--- config.mk ---
export PLATFORM = sky130hd
export DESIGN_NAME = regfile_sb_flat
export DESIGN_NICKNAME = d
export VERILOG_FILES = /design/src/rtl/regfile_pkg.sv /design/src/rtl/regfile_sb_if.sv /design/src/rtl/regfile_scoreboard.sv /design/src/rtl/regfile_sb.sv /design/src/flat_wrapper.sv
export SDC_FILE = /design/constraint.sdc
export NUM_CORES = 2
export LEC_CHECK = 0
export ABC_AREA = 0
export CAP_MARGIN = 40
export CORE_AREA = 2 2 397 399
export CTS_CLUSTER_SIZE = 14
export DETAILED_ROUTE_END_ITERATION = 10
export DIE_AREA = 0 0 399 401
export PLACE_DENSITY = 0.61
export SLEW_MARGIN = 5
export SYNTH_ARGS = -nofsm -noshare
export SYNTH_HDL_FRONTEND = slang
export SYNTH_SLANG_ARGS = --single-unit
--- constraint.sdc ---
create_clock -name clk -period 5.45 [get_ports clk]
set_input_delay 1.09 -clock clk [delete_from_list [all_inputs] [get_ports clk]]
set_output_delay 1.09 -clock clk [all_outputs]
set_load 0.005 [all_outputs]
--- src/rtl/regfile_pkg.sv ---
// Shared constants for the scoreboarded register file: default geometry and
// the clear-sequencer state encoding.
package regfile_pkg;

  localparam int DATA_W_DEF = 32;
  localparam int ADDR_W_DEF = 5;
  localparam int NRD_DEF    = 2;

  localparam logic [0:0] ST_IDLE  = 1'b0;
  localparam logic [0:0] ST_CLEAR = 1'b1;

endpackage

--- src/rtl/regfile_sb_if.sv ---
// Bus bundle for regfile_sb: read ports, two write ports, claim port and
// the clear/ready handshake. The master drives requests, the slave answers.
interface regfile_sb_if
  import regfile_pkg::*;
#(
  parameter int DATA_W = DATA_W_DEF,
  parameter int ADDR_W = ADDR_W_DEF,
  parameter int NRD    = NRD_DEF
) ();

  logic [NRD*ADDR_W-1:0] rd_addr;
  logic [NRD*DATA_W-1:0] rd_data;
  logic [NRD-1:0]        rd_busy;

  logic                  wa_en;
  logic [ADDR_W-1:0]     wa_addr;
  logic [DATA_W-1:0]     wa_data;

  logic                  wb_en;
  logic [ADDR_W-1:0]     wb_addr;
  logic [DATA_W-1:0]     wb_data;

  logic                  claim_en;
  logic [ADDR_W-1:0]     claim_addr;

  logic                  clr_start;
  logic                  ready;

  modport master (
    output rd_addr, wa_en, wa_addr, wa_data, wb_en, wb_addr, wb_data,
           claim_en, claim_addr, clr_start,
    input  rd_data, rd_busy, ready
  );

  modport slave (
    input  rd_addr, wa_en, wa_addr, wa_data, wb_en, wb_addr, wb_data,
           claim_en, claim_addr, clr_start,
    output rd_data, rd_busy, ready
  );

endinterface

--- src/rtl/regfile_scoreboard.sv ---
// Busy-bit tracker: a claim marks a register as awaiting a producer, a write
// on either port releases it. A claim in the same cycle as a write wins.
module regfile_scoreboard
  import regfile_pkg::*;
#(
  parameter int ADDR_W = ADDR_W_DEF
) (
  input  logic                   clk,
  input  logic                   reset,
  input  logic                   clear,
  input  logic                   claim_en,
  input  logic [ADDR_W-1:0]      claim_addr,
  input  logic                   wa_en,
  input  logic [ADDR_W-1:0]      wa_addr,
  input  logic                   wb_en,
  input  logic [ADDR_W-1:0]      wb_addr,
  output logic [(1<<ADDR_W)-1:0] busy
);

  // Claim is applied last so it overrides a release of the same register.
  always_ff @(posedge clk) begin
    if (!reset || clear) begin
      busy <= '0;
    end else begin
      if (wa_en)    busy[wa_addr]    <= 1'b0;
      if (wb_en)    busy[wb_addr]    <= 1'b0;
      if (claim_en) busy[claim_addr] <= 1'b1;
    end
  end

endmodule

--- src/rtl/regfile_sb.sv ---
// Multi-read, dual-write register file with per-register busy bits, write
// bypass and a sequential clear engine that zeroes one entry per cycle.
module regfile_sb
  import regfile_pkg::*;
#(
  parameter int DATA_W   = DATA_W_DEF,
  parameter int ADDR_W   = ADDR_W_DEF,
  parameter int NRD      = NRD_DEF,
  parameter int ZERO_REG = 1
) (
  input  logic         clk,
  input  logic         reset,
  regfile_sb_if.slave  bus
);

  localparam int DEPTH = 1 << ADDR_W;
  localparam logic [ADDR_W-1:0] LAST = ADDR_W'(DEPTH - 1);

  logic [0:0]        state;
  logic [ADDR_W-1:0] cnt;
  logic [DATA_W-1:0] mem [DEPTH];
  logic [DEPTH-1:0]  busy;

  logic idle;
  logic wa_do;
  logic wb_do;
  logic claim_do;
  logic sb_clear;

  function automatic logic is_zero_reg(input logic [ADDR_W-1:0] a);
    return (ZERO_REG != 0) && (a == '0);
  endfunction

  assign idle     = (state == ST_IDLE);
  assign wa_do    = idle && bus.wa_en    && !is_zero_reg(bus.wa_addr);
  assign wb_do    = idle && bus.wb_en    && !is_zero_reg(bus.wb_addr);
  assign claim_do = idle && bus.claim_en && !is_zero_reg(bus.claim_addr);
  // Busy bits drop on the edge that starts a clear so CLEAR never sees one set.
  assign sb_clear = !idle || bus.clr_start;
  assign bus.ready = idle;

  always_ff @(posedge clk) begin
    if (!reset) begin
      state <= ST_CLEAR;
      cnt   <= '0;
    end else if (idle) begin
      if (bus.clr_start) begin
        state <= ST_CLEAR;
        cnt   <= '0;
      end
    end else begin
      cnt <= cnt + ADDR_W'(1);
      if (cnt == LAST) state <= ST_IDLE;
    end
  end

  // Storage has no reset; the clear engine zeroes it. Port B writes last.
  always_ff @(posedge clk) begin
    if (!idle) begin
      if (reset) mem[cnt] <= '0;
    end else begin
      if (wa_do) mem[bus.wa_addr] <= bus.wa_data;
      if (wb_do) mem[bus.wb_addr] <= bus.wb_data;
    end
  end

  regfile_scoreboard #(
    .ADDR_W (ADDR_W)
  ) u_scoreboard (
    .clk        (clk),
    .reset      (reset),
    .clear      (sb_clear),
    .claim_en   (claim_do),
    .claim_addr (bus.claim_addr),
    .wa_en      (wa_do),
    .wa_addr    (bus.wa_addr),
    .wb_en      (wb_do),
    .wb_addr    (bus.wb_addr),
    .busy       (busy)
  );

  for (genvar k = 0; k < NRD; k++) begin : g_rd
    logic [ADDR_W-1:0] addr;
    logic              hit_a;
    logic              hit_b;
    logic              hit_c;
    logic [DATA_W-1:0] data;
    logic              busy_o;

    assign addr  = bus.rd_addr[k*ADDR_W +: ADDR_W];
    assign hit_a = wa_do    && (bus.wa_addr    == addr);
    assign hit_b = wb_do    && (bus.wb_addr    == addr);
    assign hit_c = claim_do && (bus.claim_addr == addr);

    // A same-cycle write releases the register unless a new claim lands on it.
    always_comb begin
      data   = mem[addr];
      busy_o = busy[addr];
      if (!idle || is_zero_reg(addr)) begin
        data   = '0;
        busy_o = 1'b0;
      end else begin
        if (hit_b)      data = bus.wb_data;
        else if (hit_a) data = bus.wa_data;
        if ((hit_a || hit_b) && !hit_c) busy_o = 1'b0;
      end
    end

    assign bus.rd_data[k*DATA_W +: DATA_W] = data;
    assign bus.rd_busy[k]                  = busy_o;
  end

endmodule

--- src/flat_wrapper.sv ---
// flat-port wrapper written by rule: the top's interface ports become plain ports
module regfile_sb_flat import regfile_pkg::*;
#(
  parameter int DATA_W   = DATA_W_DEF,
  parameter int ADDR_W   = ADDR_W_DEF,
  parameter int NRD      = NRD_DEF,
  parameter int ZERO_REG = 1
)
  (clk, reset, bus_rd_addr, bus_wa_en, bus_wa_addr, bus_wa_data, bus_wb_en, bus_wb_addr, bus_wb_data, bus_claim_en, bus_claim_addr, bus_clr_start, bus_rd_data, bus_rd_busy, bus_ready);
  regfile_sb_if #(.DATA_W(DATA_W), .ADDR_W(ADDR_W), .NRD(NRD)) bus_i ();
  input  logic clk;
  input  logic reset;
  input wire logic [$bits(bus_i.rd_addr)-1:0] bus_rd_addr;
  input wire logic [$bits(bus_i.wa_en)-1:0] bus_wa_en;
  input wire logic [$bits(bus_i.wa_addr)-1:0] bus_wa_addr;
  input wire logic [$bits(bus_i.wa_data)-1:0] bus_wa_data;
  input wire logic [$bits(bus_i.wb_en)-1:0] bus_wb_en;
  input wire logic [$bits(bus_i.wb_addr)-1:0] bus_wb_addr;
  input wire logic [$bits(bus_i.wb_data)-1:0] bus_wb_data;
  input wire logic [$bits(bus_i.claim_en)-1:0] bus_claim_en;
  input wire logic [$bits(bus_i.claim_addr)-1:0] bus_claim_addr;
  input wire logic [$bits(bus_i.clr_start)-1:0] bus_clr_start;
  output wire logic [$bits(bus_i.rd_data)-1:0] bus_rd_data;
  output wire logic [$bits(bus_i.rd_busy)-1:0] bus_rd_busy;
  output wire logic [$bits(bus_i.ready)-1:0] bus_ready;
  assign bus_i.rd_addr = bus_rd_addr;
  assign bus_i.wa_en = bus_wa_en;
  assign bus_i.wa_addr = bus_wa_addr;
  assign bus_i.wa_data = bus_wa_data;
  assign bus_i.wb_en = bus_wb_en;
  assign bus_i.wb_addr = bus_wb_addr;
  assign bus_i.wb_data = bus_wb_data;
  assign bus_i.claim_en = bus_claim_en;
  assign bus_i.claim_addr = bus_claim_addr;
  assign bus_i.clr_start = bus_clr_start;
  assign bus_rd_data = bus_i.rd_data;
  assign bus_rd_busy = bus_i.rd_busy;
  assign bus_ready = bus_i.ready;
  regfile_sb #(.DATA_W(DATA_W), .ADDR_W(ADDR_W), .NRD(NRD), .ZERO_REG(ZERO_REG)) u_core (.clk(clk), .reset(reset), .bus(bus_i));
endmodule
==> flow_summary.json <==
{
  "fmax_mhz": 186,
  "drc_errors": 0,
  "hold_buffers": 0,
  "finalCriticalPeriod_ps": 5380,
  "synth_area_leaders": "edfxtp_1 (50%), mux4_2 (15%), o21ai_0 (8.2%)",
  "seq_area_frac_synth_pct": 50.8,
  "clock_path_buffers": 3,
  "start_util_pct": 39.8,
  "setup_viol": 0,
  "drt-wirelength-per-cell_um": 33.8,
  "min_period_over_period_pct": 98.7,
  "tritoncts": "built",
  "power_density_mw_per_mm2": 254,
  "io_buffers": 161,
  "synth_top_cell_by_area": "edfxtp_1",
  "synth_area_mm2": 0.0620,
  "status": "finished, final reports clean",
  "cp.arrival_ps": 4290,
  "grt_pass1_vias": 48690,
  "dieArea_mm2": 0.160,
  "max_slew_margin_pct": 34.5,
  "crit_buf_inv": 3,
  "worstHoldPathType": "flop to flop",
  "synth.distinct_cells": 57,
  "grt_max_degree": 79,
  "drv_slew": 0,
  "die_w_um": 399,
  "ir_drop_mv": 0.236,
  "async_flop_share_pct": 0,
  "numCtsBuffers": 113,
  "worst_pin_slew_ps": 982,
  "drtIter0Drc": 8804,
  "ys.flop_type": "edfxtp_1",
  "critical_path_class": "input pin to output pin",
  "crit_chain": "clkdlybuf4s50_1 > or3_4 > o31a_2 > nand4_4 > nor3b_4 > buf_4 > a31oi_1 > o2111a_1 > clkdlybuf4s50_1",
  "crit_family": "buffers and inverters",
  "syn_area_per_cell_um2": 11.2,
  "drt_wl_total_mm": 256,
  "post_route_cells_drive_above_1_share_pct": 18.3,
  "p_leak_nw": 24.0,
  "syn_inst": 5521,
  "cap_violations": 0,
  "ys_top_cells_by_count": "nand2_1 (1065), edfxtp_1 (1024), o21ai_0 (1017), clkbuf_1 (499), mux4_2 (401)",
  "yosys_warnings": 0,
  "gp_congestion": 0.938,
  "fp.dieH_um": 401,
  "dp_slack_ps": 146,
  "nets": 5535,
  "cts.sinks": 1062,
  "dr.pass1.iters": 9,
  "yosysTopAreaCellShare_pct": 49.6,
  "cp-end-kind": "output pin",
  "finalPower_mw": 18.2,
  "ys_seq_elements": 1062,
  "clk_pin_slew_ps": 60,
  "max_stage_delay_ps": 520,
  "hold_viol_final": 0,
  "dp_hpwl_mm": 155,
  "grt_pass1_wl_mm": 359,
  "start_kind": "input pin",
  "htree_levels": 3,
  "drt.antenna.violating_nets": 0,
  "clock_latency_ps": 730,
  "vias": 51434,
  "fin_tns_setup_ps": 0,
  "core-area_mm2": 0.156,
  "required_ps": 4360,
  "synth_edf_count": 1024,
  "final_util_pct": 46.0,
  "grtUsageTotal_pct": 31.2,
  "grt-ovfl-total": 0,
  "synth_fp_nets": 5618,
  "worst_clock_skew_ps": 20.3,
  "row_count": 145,
  "crit_path_max_fanout": 18,
  "antenna_found_initial": 9,
  "yosysMostFrequentCell": "nand2_1",
  "io_pins": 162,
  "rsz0062_at_grt": "no",
  "via_per_inst": 6.78,
  "fin_ws_ps": 73.2,
  "syn_to_final_growth_pct": 15.5,
  "cp_slowest_cell": "clkdlybuf4s50_1",
  "root_buffer": "clkbuf_16",
  "crit_top_cell": "clkdlybuf4s50_1"
}
path summary, 6_finish.rpt:
check / startpoint / end / slack [ps] / cells after the start
min: u_core.u_scoreboard.busy[31]$_SDFF_PP0_ / u_core.u_scoreboard.busy[31]$_SDFF_PP0_ / 480 / 2
max reg2reg: u_core.state$_SDFF_PN1_ / u_core.mem[3][10]$_DFFE_PP_ / 1910 / 7
min reg2reg: u_core.u_scoreboard.busy[31]$_SDFF_PP0_ / u_core.u_scoreboard.busy[31]$_SDFF_PP0_ / 480 / 2
max: bus_wa_addr[0] / bus_rd_data[9] / 70 / 9
kinds of logic (layout without fill, tap and decap cells):
kind of cell	after synthesis	count (layout)	share of synthesized area [%]
xor gates and xnor gates	30	30	0.424
buffers and inverters	745	750	4.93
muxes	666	666	18.8
AOI/OAI and AO/OA	1592	1592	15.5
other	0	3	0
DFF	1062	1062	50.8
adders and majority gates	2	2	0.0404
and+or+nand+nor	1424	1424	9.45
flip-flops by register name (all words and copies together), names as in the netlist:
name	cells
u_core.cnt	5
u_core.u_scoreboard.busy	32
u_core.mem	1024
u_core.state	1
tightest hold or removal path: stages, from the launching register on:
cell and delay, ps:
dfxtp_1 320, nand2_1 60, a21oi_1 50
timing repair:
item,in CTS,in global routing
setup buffers,0,0
endpoints found under the setup margin,0,1
gates resized for setup,0,1
metal layers:
layer	track usage, %	vias up	wire, um
met2	45.0	4466	108000
li1	-	20882	-
met1	41.3	25176	91600
met5	0	-	20
met3	11.7	906	41500
met4	15.1	4	15100
final cells by class:
cell class / instances / area, um2
fill: 13908 / 84000
sequential: 1062 / 31500
multi-input combinational: 3714 / 28200
timing repair buffer: 511 / 5810
clock buffer: 145 / 3010
tap: 2058 / 2570
clock inverter: 58 / 415
inverter: 36 / 135
antenna: 3 / 7.51
where the power goes:
group / total, mW / switching [mW] / internal, mW
Combinational: 1.81 / 1.15 / 0.657
Sequential: 8.88 / 0.0214 / 8.86
Clock: 7.48 / 3.39 / 4.10
cell usage in the layout, fill, tap and decap left out, drive strengths merged, types with 22 or more instances in the layout:
cell | Yosys | final
nor2 | 157 | 157
a31oi | 58 | 58
clkdlybuf4s50 | 0 | 153
a221oi | 126 | 126
dfxtp | 38 | 38
nand2 | 1065 | 1065
o211ai | 65 | 65
o2111a | 53 | 53
nor3 | 34 | 34
buf | 209 | 357
or3 | 55 | 55
inv | 35 | 37
clkinv | 1 | 49
mux4 | 401 | 401
clkbuf | 500 | 145
o21ai | 1019 | 1019
mux2i | 265 | 265
a22oi | 198 | 198
a21oi | 36 | 36
edfxtp | 1024 | 1024
o22ai | 22 | 22
per-stage QoR:
step / hold slack (ps) / instance area (um2) / std cells
final: 481 / 71600 / 7587
after global placement: 453 / 67600 / 7350
after CTS: 475 / 71600 / 7584
after floorplan: 443 / 62000 / 5521
after detailed placement: 467 / 68200 / 7381
after global routing: 492 / 71600 / 7584
Note: power is estimated with default switching activity, not from simulation.
